File: config.mk
export PLATFORM = sky130hd
export DESIGN_NAME = spi_frame_sequencer_flat
export DESIGN_NICKNAME = d
export VERILOG_FILES = /design/src/rtl/spi_frame_sequencer_if.sv /design/src/rtl/spi_frame_sequencer.sv /design/src/flat_wrapper.sv
export SDC_FILE = /design/constraint.sdc
export NUM_CORES = 1
export LEC_CHECK = 0
export CORE_UTILIZATION = 44
export CTS_CLUSTER_SIZE = 8
export DETAILED_ROUTE_END_ITERATION = 8
export GPL_TIMING_DRIVEN = 0
export PLACE_DENSITY = 0.66
export SETUP_SLACK_MARGIN = 0.2
export SYNTH_ARGS = -nofsm -noshare
export SYNTH_HDL_FRONTEND = slang
export SYNTH_SLANG_ARGS = --single-unit
File: constraint.sdc
create_clock -name clk -period 2.4 [get_ports clk]
set_input_delay 0.24 -clock clk [delete_from_list [all_inputs] [get_ports clk]]
set_output_delay 0.24 -clock clk [all_outputs]
set_load 0.01 [all_outputs]
File: src/rtl/spi_frame_sequencer_if.sv
// Byte-stream input and committed RGBW output bundle of the SPI frame sequencer.
interface spi_frame_sequencer_if;
  logic       cs;
  logic       byte_rdy;
  logic [7:0] byte_data;
  logic [7:0] red;
  logic [7:0] green;
  logic [7:0] blue;
  logic [7:0] white;
  logic       update;
  logic       frame_err;
  logic       busy;

  modport master (
    output cs, byte_rdy, byte_data,
    input  red, green, blue, white, update, frame_err, busy
  );

  modport slave (
    input  cs, byte_rdy, byte_data,
    output red, green, blue, white, update, frame_err, busy
  );
endinterface

File: src/rtl/spi_frame_sequencer.sv
// Parses SPI command frames into shadowed RGBW levels that are committed atomically.
// Defining SPI_FRAME_CHECKSUM_EN adds a trailing XOR checksum byte to every frame.
module spi_frame_sequencer #(
  parameter int unsigned TIMEOUT_CYCLES = 4096,
  parameter logic [3:0]  HDR_SYNC       = 4'hA
) (
  input logic                  clk,
  input logic                  reset,
  spi_frame_sequencer_if.slave bus
);
  localparam int unsigned CW = (TIMEOUT_CYCLES > 0) ? $clog2(TIMEOUT_CYCLES + 1) : 1;

  typedef enum logic [1:0] {
    IDLE    = 2'd0,
    PAYLOAD = 2'd1,
`ifdef SPI_FRAME_CHECKSUM_EN
    CHECK   = 2'd2,
`endif
    DISCARD = 2'd3
  } state_t;

  state_t        state_reg, state_next;
  logic [3:0]    mask_reg, mask_next;
  logic [3:0]    pending_reg, pending_next;
  logic [CW-1:0] cnt_reg, cnt_next;
  logic          update_reg, frame_err_reg;
  logic          commit, err_next;
  logic [3:0]    store_en;
  logic [3:0]    lowest;
  logic [CW-1:0] cnt_inc;
  logic          timeout_hit;
`ifdef SPI_FRAME_CHECKSUM_EN
  logic [7:0]    xor_reg, xor_next;
`endif

  assign lowest      = pending_reg & (~pending_reg + 4'd1);
  assign cnt_inc     = cnt_reg + 1'b1;
  assign timeout_hit = (TIMEOUT_CYCLES != 0) && (cnt_inc == CW'(TIMEOUT_CYCLES));

  always_ff @(posedge clk) begin
    if (reset) begin
      state_reg     <= IDLE;
      mask_reg      <= '0;
      pending_reg   <= '0;
      cnt_reg       <= '0;
      update_reg    <= 1'b0;
      frame_err_reg <= 1'b0;
`ifdef SPI_FRAME_CHECKSUM_EN
      xor_reg       <= '0;
`endif
    end else begin
      state_reg     <= state_next;
      mask_reg      <= mask_next;
      pending_reg   <= pending_next;
      cnt_reg       <= cnt_next;
      update_reg    <= commit;
      frame_err_reg <= err_next;
`ifdef SPI_FRAME_CHECKSUM_EN
      xor_reg       <= xor_next;
`endif
    end
  end

  // cs deassertion outranks a coincident byte; a byte outranks a coincident timeout.
  always_comb begin
    state_next   = state_reg;
    mask_next    = mask_reg;
    pending_next = pending_reg;
    cnt_next     = '0;
    store_en     = '0;
    commit       = 1'b0;
    err_next     = 1'b0;
`ifdef SPI_FRAME_CHECKSUM_EN
    xor_next     = xor_reg;
`endif
    case (state_reg)
      IDLE: begin
        if (!bus.cs && bus.byte_rdy) begin
          if (bus.byte_data[7:4] == HDR_SYNC && bus.byte_data[3:0] != 4'd0) begin
            state_next   = PAYLOAD;
            mask_next    = bus.byte_data[3:0];
            pending_next = bus.byte_data[3:0];
`ifdef SPI_FRAME_CHECKSUM_EN
            xor_next     = bus.byte_data;
`endif
          end else begin
            err_next   = 1'b1;
            state_next = DISCARD;
          end
        end
      end
      PAYLOAD: begin
        if (bus.cs) begin
          err_next   = 1'b1;
          state_next = IDLE;
        end else if (bus.byte_rdy) begin
          store_en     = lowest;
          pending_next = pending_reg & ~lowest;
`ifdef SPI_FRAME_CHECKSUM_EN
          xor_next     = xor_reg ^ bus.byte_data;
          if (pending_next == 4'd0) state_next = CHECK;
`else
          if (pending_next == 4'd0) begin
            commit     = 1'b1;
            state_next = IDLE;
          end
`endif
        end else if (timeout_hit) begin
          err_next   = 1'b1;
          state_next = DISCARD;
        end else begin
          cnt_next = cnt_inc;
        end
      end
`ifdef SPI_FRAME_CHECKSUM_EN
      CHECK: begin
        if (bus.cs) begin
          err_next   = 1'b1;
          state_next = IDLE;
        end else if (bus.byte_rdy) begin
          state_next = IDLE;
          if (bus.byte_data == xor_reg) commit = 1'b1;
          else err_next = 1'b1;
        end else if (timeout_hit) begin
          err_next   = 1'b1;
          state_next = DISCARD;
        end else begin
          cnt_next = cnt_inc;
        end
      end
`endif
      DISCARD: begin
        if (bus.cs) state_next = IDLE;
      end
      default: state_next = IDLE;
    endcase
  end

  // The final payload byte is committed straight from the bus, bypassing its shadow.
  for (genvar gi = 0; gi < 4; gi++) begin : g_chan
    logic [7:0] shadow_reg;
    logic [7:0] level_reg;
    always_ff @(posedge clk) begin
      if (reset) begin
        shadow_reg <= '0;
        level_reg  <= '0;
      end else begin
        if (store_en[gi]) shadow_reg <= bus.byte_data;
        if (commit && mask_reg[gi]) level_reg <= store_en[gi] ? bus.byte_data : shadow_reg;
      end
    end
  end

  assign bus.red       = g_chan[0].level_reg;
  assign bus.green     = g_chan[1].level_reg;
  assign bus.blue      = g_chan[2].level_reg;
  assign bus.white     = g_chan[3].level_reg;
  assign bus.update    = update_reg;
  assign bus.frame_err = frame_err_reg;
  assign bus.busy      = (state_reg != IDLE);
endmodule

File: src/flat_wrapper.sv
// flat-port wrapper written by rule: the top's interface ports become plain ports
module spi_frame_sequencer_flat 
#(
  parameter int unsigned TIMEOUT_CYCLES = 4096,
  parameter logic [3:0]  HDR_SYNC       = 4'hA
)
  (clk, reset, bus_cs, bus_byte_rdy, bus_byte_data, bus_red, bus_green, bus_blue, bus_white, bus_update, bus_frame_err, bus_busy);
  spi_frame_sequencer_if bus_i ();
  input logic clk;
  input logic reset;
  input wire logic [$bits(bus_i.cs)-1:0] bus_cs;
  input wire logic [$bits(bus_i.byte_rdy)-1:0] bus_byte_rdy;
  input wire logic [$bits(bus_i.byte_data)-1:0] bus_byte_data;
  output wire logic [$bits(bus_i.red)-1:0] bus_red;
  output wire logic [$bits(bus_i.green)-1:0] bus_green;
  output wire logic [$bits(bus_i.blue)-1:0] bus_blue;
  output wire logic [$bits(bus_i.white)-1:0] bus_white;
  output wire logic [$bits(bus_i.update)-1:0] bus_update;
  output wire logic [$bits(bus_i.frame_err)-1:0] bus_frame_err;
  output wire logic [$bits(bus_i.busy)-1:0] bus_busy;
  assign bus_i.cs = bus_cs;
  assign bus_i.byte_rdy = bus_byte_rdy;
  assign bus_i.byte_data = bus_byte_data;
  assign bus_red = bus_i.red;
  assign bus_green = bus_i.green;
  assign bus_blue = bus_i.blue;
  assign bus_white = bus_i.white;
  assign bus_update = bus_i.update;
  assign bus_frame_err = bus_i.frame_err;
  assign bus_busy = bus_i.busy;
  spi_frame_sequencer #(.TIMEOUT_CYCLES(TIMEOUT_CYCLES), .HDR_SYNC(HDR_SYNC)) u_core (.clk(clk), .reset(reset), .bus(bus_i));
endmodule
# [Word level (Yosys, flattened, before mapping)]
# Cells that the tools add are included.
[word_totals] reg_bits=89 out_inout_bits=35 in_bits=12 wordCells=78
[classes] n_bitwise=5 add_sub_neg=2 n_eq_ne=11 n_reduce_logical=16 n_mux=30
[ops] cell="$mux W8" n=4
[ops] cell="$mux W4" n=7
[ops] cell="$mux W2" n=7
[ops] cell="$add A13 B1 Y13 const B" n=1
[ops] cell="$eq A13 B13 Y1 const B" n=1
[ops] cell="$mux W1" n=9
[ops] cell="$and A4 B4 Y4" n=2
[ops] cell="$ne A4 B3 Y1 const B" n=2
[ops] cell="$not A4 Y4" n=2
[ops] cell="$pmux W4 S2" n=1
[ops] cell="$logic_and A1 B1 Y1" n=6
[ops] cell="$ne A2 B2 Y1 const B" n=3
[ops] cell="$pmux W2 S3" n=1
[ops] cell="$reduce_and A5 Y1" n=1
[ops] cell="$reduce_or A5 Y1" n=1
[ops] cell="$add A4 B1 Y4 const B" n=1
[ops] cell="$eq A4 B4 Y1 const B" n=1
[ops] cell="$logic_not A4 Y1" n=1
[ops] cell="$ne A2 B1 Y1 const B" n=2
[ops] cell="$reduce_and A4 Y1" n=1
[ops] cell="$reduce_bool A2 Y1" n=2
[ops] cell="$reduce_bool A4 Y1" n=1
[ops] cell="$reduce_and A3 Y1" n=1
[ops] cell="$eq A2 B1 Y1 const B" n=1
[ops] cell="other kinds (5)" n=5

# [Longest topological paths before layout]
# Gate-level depths: netlist (run 1).
[depth] ltp_word=11 ltp_mapped=8 depth_no_buf=7

# [Worst setup path after synthesis (run 1)]
# OpenSTA, ideal clock, no wires.
[synth_timing] kind="reg-to-reg" start="register u_core.cnt_reg[0]" end="register u_core.cnt_reg[1]" arrival_ns=2.039 setup_slack_ns=0.246 t_required_ns=2.285 stages_incl_launch_ff=9 setup_ns=0.115 period_less_slack_ns=2.154 n_path_buf=1 cell_sequence="dfxtp_1 > ha_1 > and3_1 > buf_6 > xnor2_1 > or3b_1 > a2bb2o_4 > or2_1 > and3_1"
[synth_via] elab_chain_cells=3
[synth_lines] element="start: declaration" line="spi_frame_sequencer.sv:25" text="logic [CW-1:0] cnt_reg, cnt_next;"
[synth_lines] element="start signal: assignment" line="spi_frame_sequencer.sv:55" text="cnt_reg <= cnt_next;"
[synth_lines] element="$add A13 B1 Y13 (*)" line="spi_frame_sequencer.sv:37" text="assign cnt_inc = cnt_reg + 1'b1;"
[synth_lines] element="$eq A13 B13 Y1" line="spi_frame_sequencer.sv:38" text="assign timeout_hit = (TIMEOUT_CYCLES != 0) && (cnt_inc == CW'(TIMEOUT_CYCLES));"
[synth_lines] element="$reduce_or A5 Y1 (no source line)"
# Mark *: on every way between the ends. The rest lies on a longest branch, timed or not.
# A chain may end at the register's enable or synchronous reset.

# [Final worst setup path (run 1)]
[layout_timing] start="register u_core.cnt_reg[1]" end="register u_core.cnt_reg[1]"
# Same word-level chain as after synthesis.

==> qor.csv, run 1 <==
stage;metric;value;unit
floorplanning;Die X;91.6;µm
sta;slew margin rel.;0.536;
cells_and_area;Final Util;0.567;
power;Pleak;1.71;nW
grt;antenna violations before repair;0;
yosys;Synth Warn #;0;
sta;Setup WS post-layout;0.291;ns
critical_path;Critical Path, Cell by Cell;ha_4 > and3_1 > buf_6 > xnor2_1 > or3b_1 > a2bb2o_4 > or2_4 > and3_1;
grt;first-pass GRT wire length;13300;µm
clock_tree;clk_lat worst skew;0.35;ns
yosys;ranking of synthesized cells by area;dfxtp_1 50%, mux2i_1 10%, nor2_1 10%;
clock_tree;cts-stage hold buffer count;0;
power;Psw;0.615;mW
placed_design;pre-CTS setup slack;-0.154;ns
routing;DR WL/cell;14.7;µm
cells_and_area;area grow syn2layout;24.1;%
power;Peak VDD IR;0.382;mV
run_status;status;finished, final reports clean;
routing;drt first-iter violations;107;
yosys;fraction of the yosys area taken by sequential cells;0.504;
floorplanning;Initial Utilization;0.457;
grt;GRT Total Usage;0.205;
worst_hold_path;Hold Path Class;register to register;
routing;DR vias/cell;5.25;
sta;final hold violation count;0;
critical_path;Worst EP arrival;2.36;ns
floorplanning;die area;8390;µm²
yosys;post-synthesis cell area;3530;µm²
sta;Slew Limit Fails;0;
power;internal power;2.01;mW
clock_tree;clock tree root buffer cell;clkbuf_8;
critical_path;WP data required;2.65;ns
sta;RSZ-0062 raised after global routing;true;
sta;clock skew;0.00922;ns
yosys;Synth Net Count;387;
flow_run;# Max-Cap Violations;0;
power;sw frac;0.234;
routing;via count;2823;
power;total design power;2.63;mW
sta;crit share post-route;0.879;
critical_path;slowest stage delay, CP;0.38;ns
sta;final setup violation count;0;
clock_tree;clk slew on worst S/H paths;0.09;ns
yosys;top-area cell type share of the netlist area;0.504;
grt;largest net degree at the start of global routing;16;
routing;drt drc;0;
yosys;Synth Register Bits;89;
routing;first drt pass iteration count;4;
yosys;cell taking the most area after synthesis;dfxtp_1;
clock_tree;clk buf depth;2;
yosys;EDFF count, synth;0;
grt;grt ovf;0;
power;clock network power share;0.389;
floorplanning;core area;7730;µm²
placed_design;DP HPWL;5290;µm
critical_path;crit path capture type;register;
routing;Post-DRT Antenna Nets;0;
cells_and_area;share of cells above drive strength 1;0.0963;
clock_tree;clock sink count;89;
clock_tree;CTS tree;yes;
power;Power per Cell Area;599;nW/µm²
yosys;Commonest cells post-synth;95 x nor2_1, 89 x dfxtp_1, 37 x mux2i_1;
sta;Tightest Pin Transition;0.697;ns
critical_path;most frequent CP cell;and3_1;
power;Seq pwr share;0.566;
cells_and_area;# fillers;703;
floorplanning;die height;91.6;µm
critical_path;WS Path Type;register to register;
routing;final wirelength;7900;µm
critical_path;crit-path max FO;9;
yosys;Syn Inst Count;373;
sta;max frequency;474;MHz
placed_design;RePlAce Congestion;0.819;
yosys;Main synth FF type;dfxtp_1;
placed_design;input/output buffers;46;
clock_tree;CTS H-tree depth;3;
critical_path;Critical-path top delay cell;dfxtp_4;
cells_and_area;Largest register FFs;32;
floorplanning;IO Count;47;
grt;vias in the first global route;2677;
yosys;Synth Area per Inst;9.47;µm²
cells_and_area;nets;445;
critical_path;startpoint types;register;
power;Comb pwr share;0.045;
cells_and_area;Antenna diodes;0;
yosys;cell with the most instances after synthesis;nor2_1;
floorplanning;Rows;32;
sta;Final min period;2.11;ns
yosys;share of flip-flops with an asynchronous set or reset;0;
yosys;Distinct cells, synth;47;
clock_tree;Inserted Clock Buffers;9;
-- critical path, delay by kind of cell, from the launching register on --
family / cells / cell delay [ns]
xor gates and xnor gates: 1 / 0.11
and+or+nand+nor: 4 / 0.95
adders and majority gates: 1 / 0.18
DFF: 1 / 0.38
buffers and inverters: 1 / 0.14
AOI/OAI and AO/OA: 1 / 0.24
-- power groups by stage --
stage | Clock (mW) | Sequential [mW] | Combinational [mW]
floorplan | 0 | 1.52 | 0.0522
global placement | 0 | 1.52 | 0.113
detailed placement | 0 | 1.52 | 0.114
CTS | 1.05 | 1.49 | 0.115
global route | 1.12 | 1.49 | 0.128
finish | 1.02 | 1.49 | 0.118
-- per-stage QoR --
step	area (µm²)	TNS (ns)	std cells	hold slack (ns)
2_1_floorplan	3530	0	373	0.330
3_3_place_gp	4120	-1.99	521	0.472
3_5_place_dp	4120	-2.50	521	0.485
4_1_cts	4330	0	537	0.501
5_1_grt	4380	0	538	0.528
6_report	4380	0	538	0.499
-- cell usage in the layout, fill, tap and decap left out, types with 2 or more instances in the layout --
cell type and instances:
nand3b_1 3, xnor2_1 5, dfxtp_1 87, inv_1 7, nor3_1 4, nor4_1 2
clkbuf_8 9, clkbuf_1 11, nor2_4 3, clkdlybuf4s50_1 46, a21oi_1 7, a211o_1 2
buf_2 5, nand2_1 6, nand4_1 4, and3_1 5, xor2_1 7, a21o_1 2
clkinvlp_4 2, buf_4 4, a211oi_1 32, nand3_1 6, nor2_2 3, a22oi_1 2
o21ai_0 4, nand3_2 2, o21ai_1 2, mux2i_1 37, nor3b_1 3, nor2_1 93
nand2b_1 3, dfxtp_4 2
-- routing by layer --
layer,GRT usage,up-vias,wire (µm)
li1,-,1415,-
met1,0.282,1352,3880
met2,0.316,49,3630
met3,0.0290,7,277
met4,0.0952,0,104
met5,0,-,0
-- logic make-up (layout without fill, tap and decap cells) --
kind of cell / count (synthesis) / after routing / share of synthesized area
compound gates: 58 / 58 / 0.119
xor+xnor: 12 / 12 / 0.0297
fa+ha+maj: 3 / 3 / 0.00991
buf+inv: 26 / 89 / 0.0347
flops: 89 / 89 / 0.504
mux: 37 / 37 / 0.105
simple gates: 148 / 148 / 0.197
-- timing repair --
action | 4_1_cts | 5_1_grt
endpoints found under the setup margin | 13 | 63
setup buffers | 0 | 1
pin swaps | 0 | 1
gates resized for setup | 4 | 11
-- path summary, 6_finish.rpt --
| check | from | endpoint | slack, ns | cells after the start |
|---|---|---|---|---|
| min reg2reg | u_core.bus.white[2] | u_core.bus.white[2] | 0.50 | 2 |
| max | u_core.cnt_reg[1] | u_core.cnt_reg[1] | 0.29 | 8 |
| max reg2reg | u_core.cnt_reg[1] | u_core.cnt_reg[1] | 0.29 | 8 |
| min | u_core.bus.white[2] | u_core.bus.white[2] | 0.50 | 2 |
-- area by class of cell --
| class | instances | area (µm²) | share of cell area |
|---|---|---|---|
| well taps | 102 | 128 | 0.0291 |
| repair buffers | 47 | 468 | 0.107 |
| multi-input cells | 258 | 1680 | 0.384 |
| inverters | 7 | 26.3 | 0.00599 |
| clock inverters | 6 | 67.6 | 0.0154 |
| plain buffers | 19 | 96.3 | 0.0220 |
| flip-flops and latches | 89 | 1790 | 0.408 |
| clock buffers | 10 | 128 | 0.0291 |
No activity file was read; power rests on OpenSTA's default activity.
==> inputs of run 2 (changes only) <==
--- a/config.mk
+++ b/config.mk
@@ -6,7 +6,6 @@
 export NUM_CORES = 1
 export LEC_CHECK = 0
 export CORE_UTILIZATION = 44
-export CTS_CLUSTER_SIZE = 8
 export DETAILED_ROUTE_END_ITERATION = 8
 export GPL_TIMING_DRIVEN = 0
 export PLACE_DENSITY = 0.66
==> results of run 2 <==
The final DEF is identical to that of run 1; final timing and power are the same.
==> inputs of run 3 (changes only) <==
--- a/config.mk
+++ b/config.mk
@@ -5,8 +5,10 @@
 export SDC_FILE = /design/constraint.sdc
 export NUM_CORES = 1
 export LEC_CHECK = 0
+export CORE_MARGIN = 2
 export CORE_UTILIZATION = 44
 export DETAILED_ROUTE_END_ITERATION = 8
+export GPL_ROUTABILITY_DRIVEN = 0
 export GPL_TIMING_DRIVEN = 0
 export PLACE_DENSITY = 0.66
 export SETUP_SLACK_MARGIN = 0.2
==> qor.csv, run 3 (synthesis gave the netlist of run 1 again) <==
stage;metric;value;unit;change
run_status;status;finished, final reports clean;;
floorplanning;Die X;93.6;µm;+2.2%
critical_path;startpoint types;register;;
routing;first drt pass iteration count;4;;unchanged
critical_path;crit-path max FO;9;;unchanged
sta;clock skew;0.0106;ns;+0.00136 ns
grt;vias in the first global route;2698;;+0.78%
sta;Final min period;2.12;ns;+0.0133 ns
grt;Most Crowded Layer GR;met2;;
placed_design;DP HPWL;5430;µm;+2.7%
floorplanning;core area;7770;µm²;+0.52%
power;total design power;2.68;mW;+2.2%
critical_path;WS Path Type;register to register;;
sta;final setup violation count;0;;unchanged
sta;RSZ-0062 raised after global routing;true;;
sta;final hold violation count;0;;unchanged
cells_and_area;most common cell after layout, fill and taps aside;nor2_1;;
grt;GR Util met1;0.266;;-0.0157
cells_and_area;Antenna diodes;0;;unchanged
sta;Hold Worst Slack;0.493;ns;-0.00549 ns
floorplanning;IO Count;47;;unchanged
floorplanning;Initial Utilization;0.455;;-0.00236
grt;M3 GR Usage;0.0467;;+0.0177
worst_hold_path;Hold Path Class;register to register;;
routing;DR WL/cell;15.0;µm;+2.2%
critical_path;slowest stage delay, CP;0.39;ns;about the same
grt;antenna violations before repair;0;;unchanged
routing;drt drc;0;;unchanged
routing;via count;2803;;-0.71%
placed_design;placed cell areas;4120;µm²;unchanged
critical_path;Crit. Startpoint;u_core.cnt_reg[0];;
clock_tree;clock tree root buffer cell;clkbuf_8;;
sta;max frequency;471;MHz;-0.63%
cells_and_area;commonest non-fill, non-tap cells in the layout;93 x nor2_1, 87 x dfxtp_1, 46 x clkdlybuf4s50_1;;
critical_path;Worst EP arrival;2.37;ns;about the same
clock_tree;cts-stage hold buffer count;0;;unchanged
critical_path;Reg-to-Reg Start;u_core.cnt_reg[0];;
power;Peak VDD IR;0.458;mV;+20%
routing;final wirelength;8060;µm;+2.0%
grt;GRT Total Usage;0.193;;-0.0117
sta;slew margin rel.;0.550;;+0.0139
grt;largest net degree at the start of global routing;16;;unchanged
flow_run;# Max-Cap Violations;0;;unchanged
cells_and_area;area grow syn2layout;23.9;%;
sta;crit share post-route;0.884;;+0.00555
placed_design;input/output buffers;46;;unchanged
sta;Slew Limit Fails;0;;unchanged
critical_path;Critical-path top delay cell;dfxtp_4;;
critical_path;reg2reg end;u_core.cnt_reg[1];;
clock_tree;clk_lat worst skew;0.35;ns;about the same
clock_tree;CTS H-tree depth;3;;unchanged
power;Pleak;1.72;nW;+0.33%
grt;grt ovf;0;;unchanged
cells_and_area;fin area;4380;µm²;-0.17%
clock_tree;Inserted Clock Buffers;9;;unchanged
clock_tree;clk slew on worst S/H paths;0.09;ns;about the same
grt;first-pass GRT wire length;13200;µm;-0.72%
floorplanning;Rows;32;;unchanged
critical_path;Critical Path, Cell by Cell;ha_4 > and3_1 > buf_6 > xnor2_1 > or3b_1 > a2bb2o_4 > or2_4 > and3_1;;
cells_and_area;Largest register FFs;32;;unchanged
routing;Post-DRT Antenna Nets;0;;unchanged
critical_path;reg2reg setup slack;0.28;ns;about the same
clock_tree;clk buf depth;2;;unchanged
grt;met2 Use GR;0.303;;-0.0124
floorplanning;die area;8760;µm²;+4.4%
critical_path;reg2reg path depth;8;;unchanged
critical_path;most frequent CP cell;and3_1;;
sta;Tightest Pin Transition;0.676;ns;-0.0209 ns
cells_and_area;nets;444;;-0.22%
cells_and_area;share of cells above drive strength 1;0.0943;;-0.00208
routing;DR vias/cell;5.22;;-0.52%
routing;drt first-iter violations;93;;-13%
power;Power per Cell Area;613;nW/µm²;+2.4%
clock_tree;CTS tree;yes;;
critical_path;crit path capture type;register;;
clock_tree;clock sink count;89;;unchanged
critical_path;Setup crit end;u_core.cnt_reg[1];;
critical_path;WP data required;2.65;ns;about the same
floorplanning;die height;93.6;µm;+2.2%
==> run 3: cell types whose count changed in the layout (fill, tap and decap cells not counted), sizes merged <==
cell      before  now
clkinvlp       2    1
buf           10    9
inv            8    7
clkbuf        20   21
clkinv         2    3
==> run 3: cell type report <==
| cell class | count | area, µm² |
|---|---|---|
| timing repair buffer | 46 | 460 |
| buffer | 19 | 96.3 |
| clock inverter | 5 | 63.8 |
| fill | 742 | 3390 |
| multi-input combinational | 258 | 1660 |
| tap | 102 | 128 |
| sequential | 89 | 1790 |
| inverter | 7 | 26.3 |
| clock buffer | 11 | 151 |
==> run 3: power breakdown <==
part	internal (mW)	switching, mW
logic	0.0440	0.0728
clock network	0.544	0.535
registers	1.48	0.00658
==> run 3: what timing repair did <==
action,in CTS,in global routing
resized for setup,4,7
pin swaps,0,1
setup buffers,0,0
setup endpoints to repair,11,58
==> run 3: per-layer routing <==
metal | routed length, µm | share of wire
met1 | 3970 | 0.49
met4 | 81 | 0.010
met3 | 246 | 0.031
met5 | 0 | 0
met2 | 3760 | 0.47
==> run 3: through the flow <==
step                TNS [ns]  cells   util  worst slack (ns)
global placement       -1.73    521  0.531           -0.0950
detailed placement     -3.20    521  0.531            -0.156
CTS                        0    537  0.560             0.188
floorplan                  0    373      -             0.246
global route               0    537  0.563             0.196
finish                     0    537  0.563             0.277
==> run 3: how the worst min path moves through the flow <==
| stage | from | to | slack, ns | cells after the start |
|---|---|---|---|---|
| floorplan | bus_cs | u_core.state_reg[0] | 0.33 | 1 |
| global placement | u_core.g_chan[0].shadow_reg[4] | u_core.g_chan[0].shadow_reg[4] | 0.47 | 2 |
| detailed placement | u_core.mask_reg[3] | u_core.mask_reg[3] | 0.48 | 2 |
| CTS | u_core.mask_reg[3] | u_core.mask_reg[3] | 0.50 | 2 |
| global route | u_core.cnt_reg[0] | u_core.cnt_reg[0] | 0.51 | 1 |
| finish | u_core.cnt_reg[0] | u_core.cnt_reg[0] | 0.49 | 1 |
==> run 3: worst max-delay path: cells and delay by family, from the launching register on <==
| kind | cells | cell delay [ns] |
|---|---|---|
| adder cells (fa/ha/maj) | 1 | 0.18 |
| flip-flops | 1 | 0.39 |
| AND/OR/NAND/NOR | 4 | 0.96 |
| buffers and inverters | 1 | 0.14 |
| XOR/XNOR | 1 | 0.12 |
| AO/OA/AOI/OAI | 1 | 0.23 |
==> variant 1: new RTL, settings of run 2 <==
Put a register stage on the output `bus.blue`. The value now appears one clock later.
--- a/src/rtl/spi_frame_sequencer.sv
+++ b/src/rtl/spi_frame_sequencer.sv
@@ -155,3 +155,5 @@
   assign bus.green     = g_chan[1].level_reg;
-  assign bus.blue      = g_chan[2].level_reg;
+  always_ff @(posedge clk) begin
+    bus.blue <= g_chan[2].level_reg;
+  end
   assign bus.white     = g_chan[3].level_reg;
Function: changed (Yosys sat finds a counterexample within 4 cycles, from zero or initial values and one cycle with reset high).
==> variant 1 against run 2 <==
  * Setup slack improved by 20 ps
  * Critical endpoint is now u_core.mask_reg[0]
  * Register-to-register slack improved by 60 ps
  * Largest power group unchanged
  * Final area rose by 6.0%
  * Total power rose by 7.8%
  * Sequential cell count rose by 8
  * Area after synthesis rose by 8.0%
  * Routed wire length rose by 1.8%
==> variant 1: results (changes against run 2) <==
.. list-table::
   :header-rows: 1

   * - Metric
     - Value
   * - Count of unique library cells instantiated by Yosys
     - 50 (+6.4%)
   * - Sequential-to-total area share from yosys stat
     - 50.9% (+0.44 points)
   * - Via count
     - 2,916 (+3.3%)
   * - Flip-flop count of the largest register after layout
     - 32 (unchanged)
   * - Count of placed standard cells including taps
     - 535 (+2.7%)
   * - Run status
     - finished clean
   * - Arrival time of data at the critical path endpoint
     - 2360 ps (about the same)
   * - Worst hold slack
     - 354 ps (-145 ps)
   * - Critical Path Slowest Stage Cell
     - sky130_fd_sc_hd__clkdlybuf4s50_1
   * - Post-synth net total
     - 398 (+2.8%)
   * - Inserted Diodes
     - 0 (unchanged)
   * - Slew at the pin with the worst max-slew slack
     - 639 ps (-57.1 ps)
   * - Commonest cells post-synth
     - sky130_fd_sc_hd__dfxtp_1, sky130_fd_sc_hd__nor2_1, sky130_fd_sc_hd__a211oi_1, sky130_fd_sc_hd__mux2i_1
   * - Leakage
     - 1.78 nW (+4.1%)
   * - Wire length of the first global-routing pass
     - 13,100 um (-0.93%)
   * - Prevailing post-synth register cell
     - sky130_fd_sc_hd__dfxtp_1
   * - Share of post-route cells with drive strength above 1
     - 12.6% (+2.9 points)
   * - DRT Wirelength
     - 8040 um (+1.8%)
   * - Max Clock Skew
     - 9.46 ps (+0.234 ps)
   * - Worst setup slack for register-to-register paths
     - 350 ps (+60 ps)
   * - Clk pin slew, worst setup/hold paths
     - 90 ps (about the same)
   * - Delay of the slowest cell on the worst path
     - 570 ps (+190 ps)
   * - HPWL Detailed
     - 5600 um (+6.0%)
   * - Total routing resource utilization after global routing
     - 19.1% (-1.3 points)
   * - Routed via count divided by cell count
     - 5.29 (+0.86%)
   * - Average footprint of a synthesized cell
     - 9.94 um2 (+4.9%)
   * - Total iterations of the first detailed-routing run
     - 5 (+1)
   * - Post-layout net count
     - 455 (+2.2%)
   * - Peak fanout along the critical path
     - 6 (-3)
   * - Placed inst area
     - 4410 um2 (+7.0%)
   * - Maximum VDD drop
     - 0.310 mV (-19%)
   * - Final weighted congestion in routability-driven placement
     - 0.876 (+7.0%)
   * - Via count of the first global-routing pass
     - 2,726 (+1.8%)
   * - Post-CTS repair timing setup buffer count
     - 0 (unchanged)
   * - Min-delay worst type
     - reg2reg
   * - Ranking of synthesized cells by area
     - sky130_fd_sc_hd__dfxtp_1, sky130_fd_sc_hd__mux2i_1, sky130_fd_sc_hd__nor2_1
   * - DRC violation total after the first TritonRoute iteration
     - 76 (-29%)
## variant 1: changes by cell type in the layout (fill, tap and decap cells not counted), sizes merged, moves of 3 or more
cell    delta
nor2      -18
dfxtp      +8
nor3       +8
nand2      +7
a21oi      +6
mux2i      -5
or3        +5
xnor2      +4
xor2       -4
nand2b     +3
nor4bb     +3
## variant 1: cell families (layout without fill, tap and decap cells)
family | after synthesis | after routing | share of synthesized area [%]
flip-flops | 97 | 97 | 50.9
multiplexers | 32 | 32 | 8.39
XOR/XNOR | 12 | 12 | 2.75
AO/OA/AOI/OAI | 64 | 64 | 11.5
adder cells (fa/ha/maj) | 3 | 3 | 0.918
AND/OR/NAND/NOR | 148 | 148 | 21.2
buffers and inverters | 28 | 90 | 4.36
## variant 1: path summary, 6_finish.rpt
kind              depth (start not counted)                     startpoint                   to
setup / recovery                          7               bus_byte_data[1]   u_core.mask_reg[0]
hold reg to reg                           0  u_core.g_chan[2].level_reg[0]   u_core.bus.blue[0]
setup reg to reg                          6            u_core.state_reg[0]  u_core.bus.green[4]
hold / removal                            0  u_core.g_chan[2].level_reg[0]   u_core.bus.blue[0]
## variant 1: layout make-up
| cell class | instances | area [um2] |
|---|---|---|
| plain buffers | 19 | 133 |
| clock buffers | 12 | 165 |
| clock inverters | 4 | 50.0 |
| fillers | 763 | 3650 |
| inverters | 9 | 33.8 |
| multi-input cells | 259 | 1730 |
| flip-flops and latches | 97 | 1940 |
| well taps | 105 | 131 |
| repair buffers | 46 | 465 |
## variant 1: through the flow
stage,setup WS [ps],setup TNS [ps]
6_report,311,0
5_1_grt,154,0
4_1_cts,238,0
3_5_place_dp,-84.3,-285
3_3_place_gp,-68.7,-252
2_1_floorplan,505,0
## variant 1: where the power goes
group	internal (mW)	switching, mW	leakage (nW)
Sequential	1.61	0.00433	0.782
Clock	0.566	0.543	0.105
Combinational	0.0394	0.0657	0.894
Total	2.22	0.613	1.78
## variant 1: what timing repair did
item	CTS	global route
hold buffers	0	0
endpoints found under the setup margin	0	34
resized for setup	0	7
## variant 1: routing by layer
layer | global-route usage, % | up-vias | wire, um
met5 | 0 | - | 0
met4 | 8.08 | 0 | 120
met3 | 3.27 | 10 | 303
met2 | 31.0 | 63 | 3680
met1 | 25.0 | 1385 | 3940
li1 | - | 1458 | -
==> variant 2: new RTL, flow settings as in run 2 <==
Without the edit above. `TIMEOUT_CYCLES` is set to 4096 in 2 places; all go to 8192.
--- a/src/rtl/spi_frame_sequencer.sv
+++ b/src/rtl/spi_frame_sequencer.sv
@@ -3,3 +3,3 @@
 module spi_frame_sequencer #(
-  parameter int unsigned TIMEOUT_CYCLES = 4096,
+  parameter int unsigned TIMEOUT_CYCLES = 8192,
   parameter logic [3:0]  HDR_SYNC       = 4'hA
--- a/src/flat_wrapper.sv
+++ b/src/flat_wrapper.sv
@@ -3,3 +3,3 @@
 #(
-  parameter int unsigned TIMEOUT_CYCLES = 4096,
+  parameter int unsigned TIMEOUT_CYCLES = 8192,
   parameter logic [3:0]  HDR_SYNC       = 4'hA
Check against the original RTL: no difference found for any inputs over 4 cycles, from zero or initial values and one cycle with reset high; that may be too few to reach the edited logic, so the function may still have changed.
==> variant 2 against run 2 <==
  * Area after synthesis increased by 0.53%
  * Fmax increased by 0.44%
  * Core utilization shrank 0.23 points
  * Total power rose by 1.9%
  * Sequential share of layout area rose by 0.30 points
  * Non-clock buffer count is 2 higher
  * Routed wire length increased by 0.57%
  * Largest cell class unchanged
  * Final area rose by 0.11%
  * Sequential cell count grew 1
  * Global-route usage shrank 0.084 points
  * Setup slack improved by 9.2 ps
  * Synthesized cell count unchanged
  * Hold slack worse by 81 ps
  * Critical endpoint unchanged
  * Cell count increased by 0.19%
==> variant 2: results (changes against run 2) <==
.. list-table::
   :header-rows: 1

   * - Metric
     - Value
   * - Count of unique library cells instantiated by Yosys
     - 48 (+2.1%)
   * - Post-route ant nets
     - 0 (unchanged)
   * - Share of post-route cells with drive strength above 1
     - 9.15% (-0.48 points)
   * - Maximum VDD drop
     - 0.399 mV (+4.4%)
   * - Routed via count divided by cell count
     - 5.24 (about the same)
   * - Total routing resource utilization after global routing
     - 20.4% (-0.084 points)
   * - Wire length of the first global-routing pass
     - 13,300 um (+0.16%)
   * - Peak fanout along the critical path
     - 6 (-3)
   * - Design internal power
     - 2.06 mW (+2.5%)
   * - Slew headroom
     - 60.4% (+6.8 points)
   * - Inserted Diodes
     - 0 (unchanged)
   * - Maximum root-to-sink buffer count
     - 2 (unchanged)
   * - Commonest cells post-synth
     - sky130_fd_sc_hd__dfxtp_1, sky130_fd_sc_hd__nor2_1, sky130_fd_sc_hd__a211oi_1, sky130_fd_sc_hd__mux2i_1, sky130_fd_sc_hd__clkbuf_1
   * - Number of buffers added by the clock tree synthesis step
     - 9 (unchanged)
   * - Clock root cell
     - sky130_fd_sc_hd__clkbuf_8
   * - Port Buffers
     - 45 (-2.2%)
   * - Min-delay worst type
     - in2reg
   * - Prevailing post-synth register cell
     - sky130_fd_sc_hd__dfxtp_1
   * - Count of placed standard cells including taps
     - 520 (-0.19%)
   * - Post-synth net total
     - 387 (unchanged)
   * - Clk_lat worst skew
     - about 360 ps
   * - Post-place setup slack
     - -168 ps (-14.0 ps)
   * - Htree depth
     - 3 (unchanged)
   * - Power Combinational
     - 0.122 mW (+3%)
   * - Final Power
     - 2.68 mW (+1.9%)
   * - Sequential-to-total area share from yosys stat
     - 50.7% (+0.30 points)
   * - Flip-flop count of the largest register after layout
     - 32 (unchanged)
   * - DRT Wirelength
     - 7940 um (+0.57%)
   * - Share of flip-flops with an asynchronous set or reset
     - 0% (unchanged)
   * - Average footprint of a synthesized cell
     - 9.52 um2 (+0.53%)
   * - Total iterations of the first detailed-routing run
     - 4 (unchanged)
   * - Wirelength per Cell
     - 14.7 um (+0.38%)
   * - Post-layout net count
     - 446 (+0.22%)
   * - Placed inst area
     - 4130 um2 (+0.21%)
   * - Max Clock Skew
     - 12.7 ps (+3.47 ps)
   * - Final weighted congestion in routability-driven placement
     - 0.797 (-2.7%)
   * - Via count of the first global-routing pass
     - 2,708 (+1.2%)
   * - Largest net degree at the start of global routing
     - 16 (unchanged)
   * - Initial antenna violation count
     - 0 (unchanged)
   * - DRC violation total after the first TritonRoute iteration
     - 143 (+34%)
   * - Clk pin slew, worst setup/hold paths
     - 80 ps
   * - Warning count from the yosys run
     - 0 (unchanged)
   * - Arrival time of data at the critical path endpoint
     - 2330 ps (-30 ps)
   * - Leakage
     - 1.66 nW (-3.0%)
   * - Power share of the sequential group
     - 56.3% (-0.3 points)
   * - HPWL Detailed
     - 5340 um (+1.1%)
   * - Run status
     - finished clean
   * - Ranking of synthesized cells by area
     - sky130_fd_sc_hd__dfxtp_1, sky130_fd_sc_hd__nor2_1, sky130_fd_sc_hd__mux2i_1
-- variant 2: final timing paths --
path,cells after the start,from,endpoint,slack (ps)
max,7,u_core.cnt_reg[0],u_core.cnt_reg[1],300
min,3,reset,u_core.bus.frame_err,420
max reg2reg,7,u_core.cnt_reg[0],u_core.cnt_reg[1],300
min reg2reg,2,u_core.mask_reg[2],u_core.mask_reg[2],490
-- variant 2: worst max-delay path: stages (launching register included) --
cell                      delay, ps
sky130_fd_sc_hd__dfxtp_2        400
sky130_fd_sc_hd__ha_4           180
sky130_fd_sc_hd__and4_4         280
sky130_fd_sc_hd__nand3_4         90
sky130_fd_sc_hd__mux2_4         300
sky130_fd_sc_hd__o22a_1         230
sky130_fd_sc_hd__nor4_4         400
sky130_fd_sc_hd__nor3b_1        100
-- variant 2: timing repair --
item                                    in CTS  in global routing
pin swaps                                    2                  1
endpoints found under the setup margin       6                 23
gates resized for setup                      0                  8
hold endpoints to repair                     0                  0
hold buffers                                 0                  0
buffers inserted                             3                  0
-- variant 2: final cells by class --
type | count | area (um2)
multi-input combinational | 257 | 1670
buffer | 20 | 88.8
sequential | 90 | 1800
fill | 722 | 3380
timing repair buffer | 48 | 473
clock inverter | 5 | 63.8
inverter | 6 | 22.5
clock buffer | 11 | 141
tap | 102 | 128
-- variant 2: per-layer routing --
layer	vias up	track usage [%]	part of all wire (%)
li1	1423	-	-
met5	-	0	0
met1	1342	26.3	46
met4	0	5.86	0.99
met2	56	33.4	48
met3	6	5.39	5.2
-- variant 2: cell families (layout without fill, tap and decap cells) --
logic type,Yosys count,in the layout,share of synthesized area (%)
and+or+nand+nor,145,145,20.2
DFF,90,90,50.7
AOI/OAI and AO/OA,63,63,12.3
muxes,33,33,9.44
buffers and inverters,26,90,3.13
xor gates and xnor gates,13,13,3.21
adders and majority gates,3,3,0.986
